$ cat config.mk
export PLATFORM = sky130hd
export DESIGN_NAME = inst_fetch_stream_flat
export DESIGN_NICKNAME = d
export VERILOG_FILES = /design/src/rtl/inst_fetch_stream_if.sv /design/src/rtl/inst_fetch_stream.sv /design/src/flat_wrapper.sv
export SDC_FILE = /design/constraint.sdc
export NUM_CORES = 1
export LEC_CHECK = 0
export ABC_AREA = 1
export BUFFER_PORTS_ARGS = -buffer_cell sky130_fd_sc_hd__buf_2
export CAP_MARGIN = 20
export CORE_MARGIN = 2
export CORE_UTILIZATION = 45
export CTS_CLUSTER_SIZE = 16
export DETAILED_ROUTE_END_ITERATION = 16
export GPL_ROUTABILITY_DRIVEN = 0
export PLACE_DENSITY = 0.64
export SKIP_LAST_GASP = 1
export SLEW_MARGIN = 30
export SYNTH_ARGS = -nofsm -noshare
export SYNTH_HDL_FRONTEND = slang
export SYNTH_SLANG_ARGS = --single-unit
$ cat constraint.sdc
create_clock -name clk -period 4.2 [get_ports clk]
set_input_delay 0.84 -clock clk [delete_from_list [all_inputs] [get_ports clk]]
set_output_delay 0.84 -clock clk [all_outputs]
set_load 0.02 [all_outputs]
$ cat src/rtl/inst_fetch_stream_if.sv
// Load and handshake bundle for inst_fetch_stream.
// The slave modport is the fetch stage. The master modport is the producer/consumer side.
interface inst_fetch_stream_if #(
    parameter int AW    = 3,
    parameter int RUN_W = 8
);
    logic             ld_en;
    logic [AW-1:0]    ld_addr;
    logic [31:0]      ld_data;
    logic             start;
    logic [RUN_W-1:0] run_len;
    logic             inst_valid;
    logic             inst_ready;
    logic [31:0]      inst_data;
    logic [AW-1:0]    inst_pc;
    logic [RUN_W-1:0] issued;
    logic             busy;
    logic             done;

    modport master (
        output ld_en, ld_addr, ld_data, start, run_len, inst_ready,
        input  inst_valid, inst_data, inst_pc, issued, busy, done
    );

    modport slave (
        input  ld_en, ld_addr, ld_data, start, run_len, inst_ready,
        output inst_valid, inst_data, inst_pc, issued, busy, done
    );
endinterface

$ cat src/rtl/inst_fetch_stream.sv
// Instruction fetch stage with a loadable DEPTH-word memory and a PC.
// It streams run_len words over a valid/ready handshake and can optionally follow J/JAL targets.
module inst_fetch_stream #(
    parameter int DEPTH        = 8,
    parameter int AW           = 3,
    parameter int RUN_W        = 8,
    parameter int FOLLOW_JUMPS = 0
) (
    input  logic                 clk,
    input  logic                 rst,
    inst_fetch_stream_if.slave   bus
);
    typedef enum logic [1:0] {
        S_IDLE,
        S_RUN,
        S_DONE
    } state_t;

    state_t           r_state;
    state_t           w_next_state;

    logic [31:0]      r_mem [DEPTH];
    logic [AW-1:0]    r_pc;
    logic [RUN_W-1:0] r_remaining;
    logic [RUN_W-1:0] r_issued;
    logic             r_valid;
    logic [31:0]      r_data;
    logic [AW-1:0]    r_inst_pc;

    logic             w_idle;
    logic             w_start;
    logic             w_load;
    logic             w_accept;
    logic             w_is_jump;
    logic [AW-1:0]    w_next_pc;
    logic             w_busy;
    logic             w_done;

    assign w_idle   = (r_state == S_IDLE);
    assign w_start  = w_idle && bus.start;
    assign w_accept = r_valid && bus.inst_ready;
    assign w_load   = (r_state == S_RUN) && (r_remaining != '0) &&
                      (!r_valid || bus.inst_ready);

    // The memory is read combinationally, so the jump decode looks at the word at pc directly.
    assign w_is_jump = (FOLLOW_JUMPS != 0) &&
                       ((r_mem[r_pc][31:26] == 6'b000010) ||
                        (r_mem[r_pc][31:26] == 6'b000011));
    assign w_next_pc = w_is_jump ? r_mem[r_pc][AW-1:0] : r_pc + AW'(1);

    always_ff @(posedge clk or posedge rst) begin
        if (rst) begin
            r_state <= S_IDLE;
        end else begin
            r_state <= w_next_state;
        end
    end

    always_comb begin
        w_next_state = r_state;
        case (r_state)
            S_IDLE: begin
                if (bus.start) begin
                    w_next_state = S_RUN;
                end
            end
            S_RUN: begin
                if ((r_remaining == '0) && (!r_valid || w_accept)) begin
                    w_next_state = S_DONE;
                end
            end
            S_DONE: begin
                w_next_state = S_IDLE;
            end
            default: begin
                w_next_state = S_IDLE;
            end
        endcase
    end

    always_comb begin
        w_busy = 1'b0;
        w_done = 1'b0;
        case (r_state)
            S_IDLE: begin
                w_busy = 1'b0;
            end
            S_RUN: begin
                w_busy = 1'b1;
            end
            S_DONE: begin
                w_busy = 1'b1;
                w_done = 1'b1;
            end
            default: begin
                w_busy = 1'b0;
            end
        endcase
    end

    // Memory contents survive reset. Only the load port can write them.
    always_ff @(posedge clk) begin
        if (w_idle && bus.ld_en) begin
            r_mem[bus.ld_addr] <= bus.ld_data;
        end
    end

    always_ff @(posedge clk or posedge rst) begin
        if (rst) begin
            r_pc        <= '0;
            r_remaining <= '0;
            r_issued    <= '0;
            r_valid     <= 1'b0;
            r_data      <= '0;
            r_inst_pc   <= '0;
        end else begin
            if (w_start) begin
                r_pc        <= '0;
                r_remaining <= bus.run_len;
                r_issued    <= '0;
            end else begin
                if (w_accept) begin
                    r_issued <= r_issued + RUN_W'(1);
                end
                if (w_load) begin
                    r_data      <= r_mem[r_pc];
                    r_inst_pc   <= r_pc;
                    r_valid     <= 1'b1;
                    r_remaining <= r_remaining - RUN_W'(1);
                    r_pc        <= w_next_pc;
                end else if (w_accept) begin
                    r_valid <= 1'b0;
                end
            end
        end
    end

    assign bus.inst_valid = r_valid;
    assign bus.inst_data  = r_data;
    assign bus.inst_pc    = r_inst_pc;
    assign bus.issued     = r_issued;
    assign bus.busy       = w_busy;
    assign bus.done       = w_done;
endmodule
$ cat src/flat_wrapper.sv
// flat-port wrapper written by rule: the top's interface ports become plain ports
module inst_fetch_stream_flat 
#(
    parameter int DEPTH        = 8,
    parameter int AW           = 3,
    parameter int RUN_W        = 8,
    parameter int FOLLOW_JUMPS = 0
)
  (clk, rst, bus_ld_en, bus_ld_addr, bus_ld_data, bus_start, bus_run_len, bus_inst_ready, bus_inst_valid, bus_inst_data, bus_inst_pc, bus_issued, bus_busy, bus_done);
  inst_fetch_stream_if #(.AW(AW), .RUN_W(RUN_W)) bus_i ();
  input  logic clk;
  input  logic rst;
  input wire logic [$bits(bus_i.ld_en)-1:0] bus_ld_en;
  input wire logic [$bits(bus_i.ld_addr)-1:0] bus_ld_addr;
  input wire logic [$bits(bus_i.ld_data)-1:0] bus_ld_data;
  input wire logic [$bits(bus_i.start)-1:0] bus_start;
  input wire logic [$bits(bus_i.run_len)-1:0] bus_run_len;
  input wire logic [$bits(bus_i.inst_ready)-1:0] bus_inst_ready;
  output wire logic [$bits(bus_i.inst_valid)-1:0] bus_inst_valid;
  output wire logic [$bits(bus_i.inst_data)-1:0] bus_inst_data;
  output wire logic [$bits(bus_i.inst_pc)-1:0] bus_inst_pc;
  output wire logic [$bits(bus_i.issued)-1:0] bus_issued;
  output wire logic [$bits(bus_i.busy)-1:0] bus_busy;
  output wire logic [$bits(bus_i.done)-1:0] bus_done;
  assign bus_i.ld_en = bus_ld_en;
  assign bus_i.ld_addr = bus_ld_addr;
  assign bus_i.ld_data = bus_ld_data;
  assign bus_i.start = bus_start;
  assign bus_i.run_len = bus_run_len;
  assign bus_i.inst_ready = bus_inst_ready;
  assign bus_inst_valid = bus_i.inst_valid;
  assign bus_inst_data = bus_i.inst_data;
  assign bus_inst_pc = bus_i.inst_pc;
  assign bus_issued = bus_i.issued;
  assign bus_busy = bus_i.busy;
  assign bus_done = bus_i.done;
  inst_fetch_stream #(.DEPTH(DEPTH), .AW(AW), .RUN_W(RUN_W), .FOLLOW_JUMPS(FOLLOW_JUMPS)) u_core (.clk(clk), .rst(rst), .bus(bus_i));
endmodule
Word level (Yosys, flattened, before mapping)

Memory sizes are Yosys's and may differ from the RTL's. A register that Yosys moved wholly into a read port is not among the register bits.
Index checks and enable logic that the tools add are counted.

Order comparisons: 0
Mux-type cells: 15
Bitwise gates (word level): 1
Divide/modulo/power cells: 0
Shift operators: 0
$mul: 0
Reduce and logical (&&, ||, !) cells: 19
$add $sub $neg: 3
Equality and inequality tests: 4

Operator list:

| cell                                              | number |
|---|---|
| 2-to-1 mux 8 bit                                  | 4 |
| adder 8 x 1 -> 8 bit (second input constant)      | 1 |
| logical NOT 8 bit                                 | 1 |
| nonzero test 8 bit                                | 1 |
| subtractor 8 x 1 -> 8 bit (second input constant) | 1 |
| logical AND 1 bit                                 | 6 |
| 2-to-1 mux 1 bit                                  | 6 |
| 2-to-1 mux 3 bit                                  | 2 |
| AND reduction 2 bit                               | 3 |
| nonzero test 2 bit                                | 3 |
| 2-to-1 mux 2 bit                                  | 2 |
| inequality test 2 bit (second input constant)     | 2 |
| one-hot mux 2 bit (2 select lines)                | 1 |
| adder 3 x 1 -> 3 bit (second input constant)      | 1 |
| == test 2 x 1 -> 1 bit (second input constant)    | 1 |
| == test 2 bit (second input constant)             | 1 |
| logical NOT 2 bit                                 | 1 |
| logical OR 1 bit                                  | 2 |
| OR reduction 2 bit                                | 1 |
| logical NOT 1 bit                                 | 1 |
| inverter 1 bit                                    | 1 |

Input port bits: 48
Bits in read-only memories: 0
Logic and storage cells: 49
RAM bits: 256
Memories kept: 1
Bits in latches: 0
Output and inout bits: 46
Flip-flop bits (word level): 25

Memories:

| memory       | words | width | read ports | clocked after Yosys merged registers in | write ports | line                    | RTL |
|---|---|---|---|---|---|---|---|
| u_core.r_mem | 8     | 32    | 1          | 1                                       | 1           | inst_fetch_stream.sv:22 | `logic [31:0] r_mem [DEPTH];` |

Depth between registers and ports, before layout

Gate-level depths: netlist of the first run.

Word-level depth: 5
Gate-level depth with buffers: 11
Gate-level depth less buffers: 9

Worst setup path before layout of the first run

Ideal clock, no wire load.

Path kind: input to register
Start point: in bus_ld_addr[0]
End point: mem u_core.r_mem[0][0], enable pin
Stages on the path: 2
Arrival time: 2412 ps
Path buffers: 0
Required time: 3779 ps
Library setup time: 421 ps
Path slack: 1367 ps
Path through: nand3b_1 > nor2_1

RTL lines:

| what        | line                    | RTL |
|---|---|---|
| from (decl) | flat_wrapper.sv:14      | `input wire logic [$bits(bus_i.ld_addr)-1:0] bus_ld_addr;` |
| to (decl)   | inst_fetch_stream.sv:22 |  |

Straight into the memory's write port.

Worst setup path after layout of the first run

Start point: reg u_core.r_state[1]
End point: mem u_core.r_mem[6][21], enable pin

Cells in the longest elaborated chain, start to end: 4

RTL lines:

| what                                   | line                     | RTL |
|---|---|---|
| from (decl)                            | inst_fetch_stream.sv:19  | `state_t r_state;` |
| from (signal assigned)                 | inst_fetch_stream.sv:55  | `r_state <= w_next_state;` |
| logical NOT 2 bit                      | inst_fetch_stream.sv:39  | `assign w_idle = (r_state == S_IDLE);` |
| logical AND 1 bit                      | inst_fetch_stream.sv:103 | `if (w_idle && bus.ld_en) begin` |
| 2-to-1 mux 1 bit                       | inst_fetch_stream.sv:103 |  |
| 2-to-1 mux 1 bit (implied by the code) | inst_fetch_stream.sv:104 | `r_mem[bus.ld_addr] <= bus.ld_data;` |

No other way between the ends.

==> reports/qor.tcl, run 1 <==
set qor(status) {complete, no violations}
set qor(final_max_slew_viol_count) 0
set qor(htree_levels) 2
set qor(root_buffer) {clkbuf_16}
set qor(route.antenna.remaining_nets) 0
set qor(grt_antenna_before_repair) 0
set qor(postSynthAreaPerCell_um2) 10.3
set qor(critical_path_peak_fanout) 21
set qor(multi_input_comb_area_um2) 3350
set qor(achievable-frequency_mhz) 398
set qor(setup_repair_after_global_routing_missed_its_margin) {no}
set qor(path_delay_family) {simple AND/OR/NAND/NOR gates}
set qor(synth.lib_cells_used.distinct) 29
set qor(hold_path_class) {flop to flop}
set qor(initial_utilization) 0.454
set qor(worstReg2RegStart) {u_core.r_state[1]$_DFFE_PP0P_}
set qor(ys_seq_elements) 313
set qor(relSlewSlack) 0.390
set qor(finalClockSkew_ns) 0.0153
set qor(tritoncts_clock_tree) {built}
set qor(min_period_over_period) 0.598
set qor(post-cts-setup-buffers) 0
set qor(detailedRoute.firstPassIterationCount) 5
set qor(die_y_um) 176
set qor(synth_fp_nets) 1352
set qor(num_antenna_cells) 0
set qor(clk_pin_slew_ns) 0.06
set qor(data_required_time_of_the_critical_path_ns) 4.39
set qor(path_class) {flop to flop}
set qor(timing.final.hold_violations) 0
set qor(route.final.wire_length_um) 27700
set qor(post-route-drc-count) 0
set qor(design.final.nets) 1437
set qor(worstPathArrival_ns) 2.70
set qor(yosys_warnings) 0
set qor(portBuffers) 93
set qor(final.fill_count) 2587
set qor(first_global_vias) 8485
set qor(slowest_stage) {nor2_4}
set qor(area_growth_pct) 15.2
set qor(cp_slowest_stage_delay_ns) 0.71
set qor(share_of_final_layout_standard_cells_stronger_than_drive_strength_1) 0.127
set qor(power.total_w) 0.00935
set qor(p_leak_nw) 6.67
set qor(vdd_drop_max_v) 0.000343
set qor(synth_seq_area_share) 0.683
set qor(final_cell_count_no_fill) 1796
set qor(placed_cells_incl_taps) 1734
set qor(power_density_over_cell_area_nw_per_um2) 608
set qor(number_of_cell_rows) 63
set qor(estimated_wirelength_of_the_detail_placed_design_um) 16500
set qor(cts_hold_buffers) 0
set qor(hold_slack_ns) 0.471
set qor(die_outline_width_um) 176
set qor(worst_setup_path_end_kind) {flop}
set qor(avgRoutedWirePerCell_um) 15.4
set qor(design.portCount) 94
set qor(final_period_minus_worst_setup_slack_ns) 2.51
set qor(cp_cell_sequence) {inv_1 > ha_1 > nand3b_1 > nor2_4 > buf_4}
set qor(holdCritStartpoint) {u_core.bus.inst_data[19]$_DFFE_PP0P_}
set qor(ctsLongestPathBuffers) 3
set qor(cts_inserted_buffers) 34
set qor(post_drt_via_cell_ratio) 4.89
set qor(cts.sink_count) 313
set qor(netlist.area_leader.share) 0.576
set qor(globalRouteTotalUtil) 0.183
set qor(first_iter_violations) 595
set qor(maxCapViolations) 0
set qor(max_slew.worst_pin.slew_ns) 0.915
set qor(clk_latency_ns) 0.51
set qor(register_area_um2) 9120
set qor(worst_setup_path_startpoint) {u_core.r_state[1]$_DFFE_PP0P_}
set qor(global_route.overflow_total) 0
set qor(ctsResizeCount) 0
set qor(die-area_um2) 31000
set qor(crit_path_start_kind) {flop}
set qor(vias) 8776
set qor(grt_first_pass_wirelength_um) 44700
set qor(synth_area_um2) 13300
set qor(synth_top_cell_by_area) {edfxtp_1}
set qor(final.setup.tns_ns) 0
set qor(core_area_um2) 29400
set qor(setup_viol) 0
set qor(cell_types_occupying_the_most_area_after_synthesis) {edfxtp_1, nand2_1, dfrtp_1}
set qor(netlist_instances) 1295
set qor(grt_max_degree) 172
set qor(critical_path.n_buffers_inverters) 2
## metrics by stage
| step | area, µm² | util | setup WS (ns) |
|---|---|---|---|
| after global routing | 15400 | 0.523 | 1.50 |
| after CTS | 15400 | 0.523 | 1.65 |
| after detailed placement | 14300 | 0.486 | 1.43 |
| final | 15400 | 0.523 | 1.69 |
| after global placement | 14100 | 0.481 | 1.46 |
| after floorplan | 13300 | - | 1.37 |
## per-layer routing
layer	GRT usage	up-vias	part of all wire
met3	0.0295	42	0.048
li1	-	4374	-
met2	0.313	191	0.49
met1	0.245	4169	0.44
met4	0.0479	0	0.018
met5	0	-	0
## report_power, final
| group | internal, W | switching [W] |
|---|---|---|
| Combinational | 0.000773 | 0.00182 |
| Sequential | 0.00369 | 0.000169 |
| Clock | 0.00172 | 0.00117 |
| Total | 0.00619 | 0.00316 |
## cell usage after synthesis (all sizes together)
cell type,number
buf,45
nand3,113
inv,164
clkinv,1
o211ai,10
a21oi,2
nor3,2
nand4,5
nand3b,2
xor2,2
dfrtp,57
edfxtp,256
o21ai,73
nand2,465
ha,9
nor3b,1
nor2,69
o21bai,4
clkbuf,15
## state kept, by name (all words and copies together), names as in the netlist
name                   flops
u_core.bus.inst_data      32
u_core.bus.inst_pc         3
u_core.bus.inst_valid      1
u_core.bus.issued          8
u_core.r_mem             256
u_core.r_pc                3
u_core.r_remaining         8
u_core.r_state             2
## path summary, 6_finish.rpt
check / depth (start not counted) / slack (ns) / to
min in group asynchronous: 2 / 0.51 / u_core.bus.inst_data[16]$_DFFE_PP0P_
worst min-delay path: 2 / 0.47 / u_core.bus.inst_data[19]$_DFFE_PP0P_
max in group asynchronous: 3 / 2.83 / u_core.bus.inst_data[31]$_DFFE_PP0P_
worst min register to register: 2 / 0.47 / u_core.bus.inst_data[19]$_DFFE_PP0P_
worst max-delay path: 5 / 1.69 / u_core.r_mem[6][21]$_DFFE_PP_
worst max register to register: 5 / 1.69 / u_core.r_mem[6][21]$_DFFE_PP_
## worst min-delay path, delay by kind of cell, from the launching register on
kind          cells  cell delay [ns]
flops             1             0.34
simple gates      2             0.10
## cell type report
cell class | instances | area share
Sequential cell | 313 | 0.593
Multi-Input combinational cell | 757 | 0.218
Clock buffer | 51 | 0.0628
Timing Repair Buffer | 109 | 0.0454
Inverter | 165 | 0.0405
Tap cell | 390 | 0.0318
Clock inverter | 11 | 0.00822
## layout by cell type (no fill, tap or decap), types with 2 or more instances in the layout
| cell type | count |
|---|---|
| inv_2 | 3 |
| xor2_1 | 2 |
| inv_6 | 2 |
| nor2_1 | 58 |
| clkbuf_8 | 5 |
| nand4_1 | 5 |
| ha_1 | 9 |
| edfxtp_1 | 256 |
| inv_1 | 160 |
| nand2_2 | 4 |
| buf_4 | 10 |
| o21ai_0 | 73 |
| nand3_1 | 113 |
| bufinv_16 | 2 |
| clkinv_1 | 4 |
| nor2_4 | 9 |
| buf_16 | 5 |
| o211ai_1 | 10 |
| clkbuf_16 | 34 |
| buf_2 | 93 |
| nand3b_1 | 2 |
| a21oi_1 | 2 |
| nor2_2 | 2 |
| o21bai_1 | 3 |
| dfrtp_1 | 56 |
| nand2_1 | 461 |
| clkbuf_1 | 12 |
## logic make-up after synthesis
family | share of synthesized area
AO/OA/AOI/OAI | 0.0369
XOR/XNOR | 0.00131
adder cells (fa/ha/maj) | 0.00844
buffers and inverters | 0.0706
flip-flops | 0.683
AND/OR/NAND/NOR | 0.200
Power figures use the tool's default switching activity.
==> run 2: changes to the inputs <==
- clock period: 4.2 -> 2.5 ns (I/O delays scaled with it)
==> reports/qor.tcl, run 2 (synthesis results as in run 1) <==
set qor(maxCapViolations) 0 ;# unchanged
set qor(worstPathArrival_ns) 1.49 ;# was 2.70 ns
set qor(first_iter_violations) 494 ;# was 595
set qor(root_buffer) {clkbuf_16} ;# unchanged
set qor(layout.cells.most_common) {nand2_1} ;# unchanged
set qor(portBuffers) 93 ;# unchanged
set qor(netSwitchingFraction) 0.337 ;# was 0.338
set qor(global_route.overflow_total) 0 ;# unchanged
set qor(post-route-drc-count) 0 ;# unchanged
set qor(crit_path_start_kind) {flop} ;# unchanged
set qor(htree_levels) 2 ;# unchanged
set qor(grt_max_degree) 172 ;# unchanged
set qor(power.total_w) 0.0159 ;# was 0.00935 W
set qor(data_required_time_of_the_critical_path_ns) 2.00 ;# was 4.39 ns
set qor(path_delay_family) {flip-flops} ;# was simple AND/OR/NAND/NOR gates
set qor(p_leak_nw) 6.73 ;# was 6.67 nW
set qor(worst_r2r_path_depth) 5 ;# unchanged
set qor(cts_inserted_buffers) 35 ;# was 34
set qor(min_period_over_period) 0.796
set qor(power_density_over_cell_area_nw_per_um2) 1030 ;# was 608 nW/µm²
set qor(fin_area_um2) 15500 ;# was 15400 µm²
set qor(avgRoutedWirePerCell_um) 15.6 ;# was 15.4 µm
set qor(sequentialPowerShare) 0.407 ;# was 0.413
set qor(post-cts-setup-buffers) 0 ;# unchanged
set qor(ctsResizeCount) 0 ;# unchanged
set qor(final_max_slew_viol_count) 0 ;# unchanged
set qor(share_of_final_layout_standard_cells_stronger_than_drive_strength_1) 0.132 ;# was 0.127
set qor(vias) 8783 ;# was 8776
set qor(core_area_um2) 29400 ;# unchanged
set qor(net-switching-power_w) 0.00537 ;# was 0.00316 W
set qor(clk_pin_slew_ns) 0.06 ;# about the same
set qor(globalRouteTotalUtil) 0.185 ;# was 0.183
set qor(cts_hold_buffers) 0 ;# unchanged
set qor(route.antenna.remaining_nets) 0 ;# unchanged
set qor(status) {complete, no violations} ;# unchanged
set qor(cp_cell_sequence) {inv_1 > ha_1 > buf_2} ;# was inv_1 > ha_1 > nand3b_1 > nor2_4 > buf_4
set qor(grt_antenna_before_repair) 1 ;# was 0
set qor(vdd_drop_max_v) 0.000507 ;# was 0.000343 V
set qor(final.fill_count) 2518 ;# was 2587
set qor(worst_setup_path_end_kind) {primary output} ;# was flop
set qor(achievable-frequency_mhz) 502
set qor(top_register) {u_core.r_mem} ;# unchanged
set qor(post_drt_via_cell_ratio) 4.87 ;# was 4.89
set qor(die-area_um2) 31000 ;# unchanged
set qor(number_of_cell_rows) 63 ;# unchanged
set qor(relSlewSlack) 0.394 ;# was 0.390
set qor(comb_power_share) 0.280 ;# was 0.278
set qor(critical_path_peak_fanout) 4 ;# was 21
set qor(grt_first_pass_wirelength_um) 45200 ;# was 44700 µm
set qor(design.final.nets) 1445 ;# was 1437
set qor(slowest_stage) {dfrtp_1} ;# was nor2_4
set qor(placement.cell_area_um2) 14300 ;# about the same
set qor(path_class) {flop to primary output} ;# was flop to flop
set qor(hold_path_class) {input pin to asynchronous set/reset pin} ;# was flop to flop
set qor(area_growth_pct) 16.0 ;# was 15.2%
set qor(crit_cells) 3 ;# was 5
set qor(cp_slowest_stage_delay_ns) 0.40 ;# was 0.71 ns
set qor(ctsLongestPathBuffers) 3 ;# unchanged
set qor(route.final.wire_length_um) 28100 ;# was 27700 µm
set qor(internal-power_w) 0.0106 ;# was 0.00619 W
set qor(timing.final.hold_violations) 0 ;# unchanged
set qor(layout.cells.most_common_list) {nand2_1, edfxtp_1, inv_1} ;# unchanged
set qor(clockPowerShare) 0.313 ;# was 0.310
set qor(tritoncts_clock_tree) {built} ;# unchanged
set qor(clk_latency_ns) 0.51 ;# about the same
set qor(finalClockSkew_ns) 0.0139 ;# was 0.0153 ns
set qor(die_y_um) 176 ;# unchanged
set qor(detailedRoute.firstPassIterationCount) 5 ;# unchanged
set qor(initial_utilization) 0.454 ;# unchanged
set qor(number_of_flip_flops_in_the_largest_register) 256 ;# unchanged
set qor(cts.sink_count) 313 ;# unchanged
set qor(num_antenna_cells) 0 ;# unchanged
set qor(setup_repair_after_global_routing_missed_its_margin) {no} ;# unchanged
set qor(first_global_vias) 8541 ;# was 8485
set qor(setup_viol) 0 ;# unchanged
set qor(die_outline_width_um) 176 ;# unchanged
set qor(max_slew.worst_pin.slew_ns) 0.904 ;# was 0.915 ns
set qor(estimated_wirelength_of_the_detail_placed_design_um) 16300 ;# was 16500 µm
set qor(final_period_minus_worst_setup_slack_ns) 1.99
set qor(design.portCount) 94 ;# unchanged
set qor(critical_path.n_buffers_inverters) 2 ;# unchanged
## run 2: path summary, 6_finish.rpt
kind	endpoint	slack (ns)	start
setup / recovery	bus_busy	0.51	u_core.r_state[0]$_DFFE_PP0P_
hold / removal	u_core.bus.inst_data[17]$_DFFE_PP0P_	0.01	rst
setup reg to reg	u_core.r_mem[2][19]$_DFFE_PP_	0.52	u_core.r_state[0]$_DFFE_PP0P_
hold reg to reg	u_core.bus.inst_data[6]$_DFFE_PP0P_	0.47	u_core.bus.inst_data[6]$_DFFE_PP0P_
max in group asynchronous	u_core.r_pc[0]$_DFFE_PP0P_	1.87	rst
min in group clk	u_core.r_remaining[6]$_DFFE_PP0P_	0.23	bus_run_len[6]
## run 2: power groups by stage
stage | Combinational [W] | Sequential, W | Clock (W)
4_1_cts | 0.00454 | 0.00649 | 0.00510
3_3_place_gp | 0.00442 | 0.00660 | 0
3_5_place_dp | 0.00451 | 0.00660 | 0
6_report | 0.00446 | 0.00649 | 0.00499
5_1_grt | 0.00508 | 0.00655 | 0.00531
2_1_floorplan | 0.00291 | 0.00688 | 0
## run 2: routing by layer
| metal | vias to the layer above | global-route usage | share of wire |
|---|---|---|---|
| met4 | 2 | 0.0551 | 0.021 |
| met1 | 4158 | 0.245 | 0.44 |
| met3 | 46 | 0.0280 | 0.050 |
| met2 | 191 | 0.315 | 0.49 |
| met5 | - | 0 | 0.00046 |
| li1 | 4386 | - | - |
## run 2: area by class of cell
type | instances | area, µm² | area share
Sequential cell | 313 | 9120 | 0.589
Timing Repair Buffer | 116 | 763 | 0.0493
Inverter | 165 | 622 | 0.0402
Tap cell | 390 | 488 | 0.0315
Clock buffer | 41 | 898 | 0.0581
Clock inverter | 22 | 229 | 0.0148
Multi-Input combinational cell | 757 | 3350 | 0.217
## run 2: worst reg2reg max path, stage by stage (launching register included)
cell,delay [ns]
dfrtp_1,0.42
inv_1,0.12
ha_1,0.25
nand3b_1,0.34
nor2_4,0.20
buf_4,0.32
## run 2: stage by stage
stage	hold slack, ns	cells	setup WS (ns)	util	TNS [ns]
floorplan	0.467	1295	-0.139	-	-35.60
global placement	0.460	1741	0.564	0.488	0
detailed placement	0.462	1741	0.498	0.488	0
CTS	0.0258	1804	0.479	0.526	0
global route	0.0580	1804	0.373	0.526	0
finish	0.0131	1804	0.509	0.526	0
==> run 3: changes to the inputs <==
- ABC_AREA: 1 -> 0
- PLACE_DENSITY: 0.64 -> 0.65
- clock period: 2.5 -> 2.05 ns (I/O delays scaled with it)
==> reports/qor.tcl, run 3 <==
set qor(min_period_over_period) 0.956
set qor(p_leak_nw) 5.15 ;# was 6.73 nW
set qor(die_y_um) 168 ;# was 176 µm
set qor(worst_setup_path_end_kind) {flop} ;# was primary output
set qor(vdd_drop_max_v) 0.000850 ;# was 0.000507 V
set qor(ctsLongestPathBuffers) 3 ;# unchanged
set qor(use_met3) 0.0350 ;# was 0.0280
set qor(data_required_time_of_the_critical_path_ns) 2.43 ;# was 2.00 ns
set qor(grt_antenna_before_repair) 4 ;# was 1
set qor(route.antenna.remaining_nets) 0 ;# unchanged
set qor(setup_viol) 0 ;# unchanged
set qor(end_of_flow_core_utilization) 0.547 ;# was 0.526
set qor(layout.cells.most_common_list) {edfxtp_1, buf_2, mux4_2} ;# was nand2_1, edfxtp_1, inv_1
set qor(portBuffers) 93 ;# unchanged
set qor(avgRoutedWirePerCell_um) 21.9 ;# was 15.6 µm
set qor(route.final.wire_length_um) 24800 ;# was 28100 µm
set qor(worstPathArrival_ns) 2.34 ;# was 1.49 ns
set qor(yosys_warnings) 0 ;# unchanged
set qor(layout.cells.most_common) {edfxtp_1} ;# was nand2_1
set qor(grt_first_pass_wirelength_um) 37900 ;# was 45200 µm
set qor(final_max_slew_viol_count) 0 ;# unchanged
set qor(globalRouteTotalUtil) 0.177 ;# was 0.185
set qor(cell_types_occupying_the_most_area_after_synthesis) {edfxtp_1, mux4_2, dfrtp_1} ;# was edfxtp_1, nand2_1, dfrtp_1
set qor(synth_top_cell_by_area) {edfxtp_1} ;# unchanged
set qor(top_register) {u_core.r_mem} ;# unchanged
set qor(relSlewSlack) 0.724 ;# was 0.394
set qor(power_density_over_cell_area_nw_per_um2) 1310 ;# was 1030 nW/µm²
set qor(synth_seq_area_share) 0.752 ;# was 0.683
set qor(maxCapViolations) 0 ;# unchanged
set qor(first_iter_violations) 499 ;# was 494
set qor(design.final.nets) 822 ;# was 1445
set qor(hold_path_class) {input pin to flop} ;# was input pin to asynchronous set/reset pin
set qor(asyncSetResetFlopFracSynth) 0.182 ;# unchanged
set qor(global_route.overflow_total) 0 ;# unchanged
set qor(final.fill_count) 2050 ;# was 2518
set qor(synth_fp_nets) 683 ;# was 1352
set qor(vias) 6228 ;# was 8783
set qor(htree_levels) 2 ;# unchanged
set qor(use_met1) 0.240 ;# was 0.245
set qor(global_route.peak_usage_layer) {met2} ;# unchanged
set qor(design.portCount) 94 ;# unchanged
set qor(detailedRoute.firstPassIterationCount) 5 ;# unchanged
set qor(holdCritStartpoint) {bus_run_len[7]}
set qor(die_outline_width_um) 168 ;# was 176 µm
set qor(post-synth-top-count-cell) {edfxtp_1} ;# was nand2_1
set qor(cts.sink_count) 313 ;# unchanged
set qor(max_slew.worst_pin.slew_ns) 0.414 ;# was 0.904 ns
set qor(postSynthAreaPerCell_um2) 19.4 ;# was 10.3 µm²
set qor(post_synth_most_frequent_cells) {edfxtp_1, mux4_2, dfrtp_1, nand2_1, mux2i_1} ;# was nand2_1, edfxtp_1, inv_1, nand3_1, o21ai_0
set qor(core_area_um2) 26700 ;# was 29400 µm²
set qor(initial_utilization) 0.453 ;# was 0.454
set qor(grt_max_degree) 41 ;# was 172
set qor(synth_edf_count) 256 ;# unchanged
set qor(finalClockSkew_ns) 0.0207 ;# was 0.0139 ns
set qor(die-area_um2) 28300 ;# was 31000 µm²
set qor(post-route-drc-count) 0 ;# unchanged
set qor(grt_util_met2) 0.297 ;# was 0.315
set qor(estimated_wirelength_of_the_detail_placed_design_um) 14900 ;# was 16300 µm
set qor(number_of_flip_flops_in_the_largest_register) 256 ;# unchanged
set qor(setup_repair_after_global_routing_missed_its_margin) {no} ;# unchanged
set qor(number_of_cell_rows) 60 ;# was 63
set qor(area_growth_pct) 20.7 ;# was 16.0%
set qor(ys_seq_elements) 313 ;# unchanged
set qor(placed_cells_incl_taps) 1068 ;# was 1741
set qor(first_global_vias) 6469 ;# was 8541
set qor(synth_area_um2) 12100 ;# was 13300 µm²
set qor(synth-main-ff-cell) {edfxtp_1} ;# unchanged
set qor(path_class) {flop to flop} ;# was flop to primary output
set qor(post_drt_via_cell_ratio) 5.49 ;# was 4.87
set qor(netlist_instances) 626 ;# was 1295
set qor(timing.final.hold_violations) 0 ;# unchanged
set qor(clk_latency_ns) 0.52 ;# was 0.51 ns
set qor(worst_setup_path_startpoint) {u_core.r_remaining[0]$_DFFE_PP0P_} ;# was u_core.r_state[0]$_DFFE_PP0P_
set qor(root_buffer) {clkbuf_16} ;# unchanged
set qor(final_period_minus_worst_setup_slack_ns) 1.96
set qor(critical_path_peak_fanout) 7 ;# was 4
set qor(post-cts-setup-buffers) 0 ;# unchanged
set qor(worstReg2RegStart) {u_core.r_remaining[0]$_DFFE_PP0P_} ;# was u_core.r_state[0]$_DFFE_PP0P_
set qor(crit_path_start_kind) {flop} ;# unchanged
set qor(cts_inserted_buffers) 34 ;# was 35
set qor(tritoncts_clock_tree) {built} ;# unchanged
set qor(synth.lib_cells_used.distinct) 40 ;# was 29
set qor(clk_pin_slew_ns) 0.06 ;# about the same
set qor(netlist.area_leader.share) 0.634 ;# was 0.576
set qor(achievable-frequency_mhz) 510
set qor(final_cell_count_no_fill) 1134 ;# was 1804
set qor(share_of_final_layout_standard_cells_stronger_than_drive_strength_1) 0.345 ;# was 0.132
set qor(status) {complete, no violations} ;# unchanged
==> run 3: worst paths after layout <==
| kind | end | slack [ns] | depth (start not counted) |
|---|---|---|---|
| worst max-delay path | u_core.bus.inst_pc[2]$_DFFE_PP0P_ | 0.09 | 6 |
| worst max register to register | u_core.bus.inst_pc[2]$_DFFE_PP0P_ | 0.09 | 6 |
| min in group asynchronous | u_core.bus.issued[2]$_DFFE_PP0P_ | 0.43 | 3 |
| worst min register to register | u_core.bus.inst_data[28]$_DFFE_PP0P_ | 0.47 | 2 |
| max in group asynchronous | u_core.bus.inst_data[13]$_DFFE_PP0P_ | 0.89 | 4 |
| worst min-delay path | u_core.r_remaining[7]$_DFFE_PP0P_ | 0.10 | 3 |
==> run 3: metrics by stage <==
| stage | TNS [ns] | power (W) | hold WS (ns) | setup WS [ns] | area (µm²) |
|---|---|---|---|---|---|
| 4_1_cts | 0 | 0.0193 | 0.0895 | 0.0744 | 14600 |
| 3_5_place_dp | -0.0589 | 0.0131 | 0.408 | -0.0204 | 13400 |
| 3_3_place_gp | 0 | 0.0130 | 0.399 | 0.0323 | 13400 |
| 6_report | 0 | 0.0192 | 0.101 | 0.0900 | 14600 |
| 2_1_floorplan | -13.44 | 0.0115 | 0.509 | -0.123 | 12200 |
| 5_1_grt | 0 | 0.0201 | 0.112 | 0.00537 | 14600 |
==> run 3: worst max-delay path: stages (launching register included) <==
cell	delay [ns]
dfrtp_1	0.39
inv_1	0.08
ha_1	0.17
or3b_4	0.43
o2111ai_4	0.24
buf_12	0.18
mux2_2	0.33
==> run 3: cell families (layout without fill, tap and decap cells) <==
| logic type | count (synthesis) | after routing | synth area share |
|---|---|---|---|
| XOR/XNOR | 10 | 10 | 0.00723 |
| multiplexers | 103 | 103 | 0.152 |
| AO/OA/AOI/OAI | 50 | 50 | 0.0259 |
| buffers and inverters | 40 | 205 | 0.0161 |
| adder cells (fa/ha/maj) | 9 | 9 | 0.00929 |
| AND/OR/NAND/NOR | 101 | 101 | 0.0378 |
| other | 0 | 2 | 0 |
| flip-flops | 313 | 313 | 0.752 |
==> run 3: layout make-up <==
type / count / area (µm²) / area share
Inverter: 9 / 33.8 / 0.00231
Timing Repair Buffer: 134 / 988 / 0.0676
Tap cell: 341 / 427 / 0.0292
Antenna cell: 2 / 5.00 / 0.000342
Clock inverter: 17 / 203 / 0.0139
Multi-Input combinational cell: 273 / 2910 / 0.199
Sequential cell: 313 / 9120 / 0.624
Clock buffer: 45 / 943 / 0.0645
==> run 3: routing by layer <==
layer / routed length [µm] / part of all wire
met1: 10800 / 0.44
met2: 12300 / 0.49
met3: 1270 / 0.051
met4: 425 / 0.017
met5: 21 / 0.00085
==> run 3: timing repair <==
action,in CTS,in global routing
hold buffers,1,0
setup endpoints to repair,8,3
gates resized for setup,1,1
hold endpoints to repair,15,0
cloned,0,1
==> run 3: where the power goes <==
group | switching (W) | leakage (nW) | total [W] | internal [W]
registers | 0.000460 | 3.02 | 0.00803 | 0.00757
logic | 0.00268 | 1.57 | 0.00501 | 0.00233
clock network | 0.00241 | 0.556 | 0.00618 | 0.00377
total | 0.00554 | 5.15 | 0.0192 | 0.0137
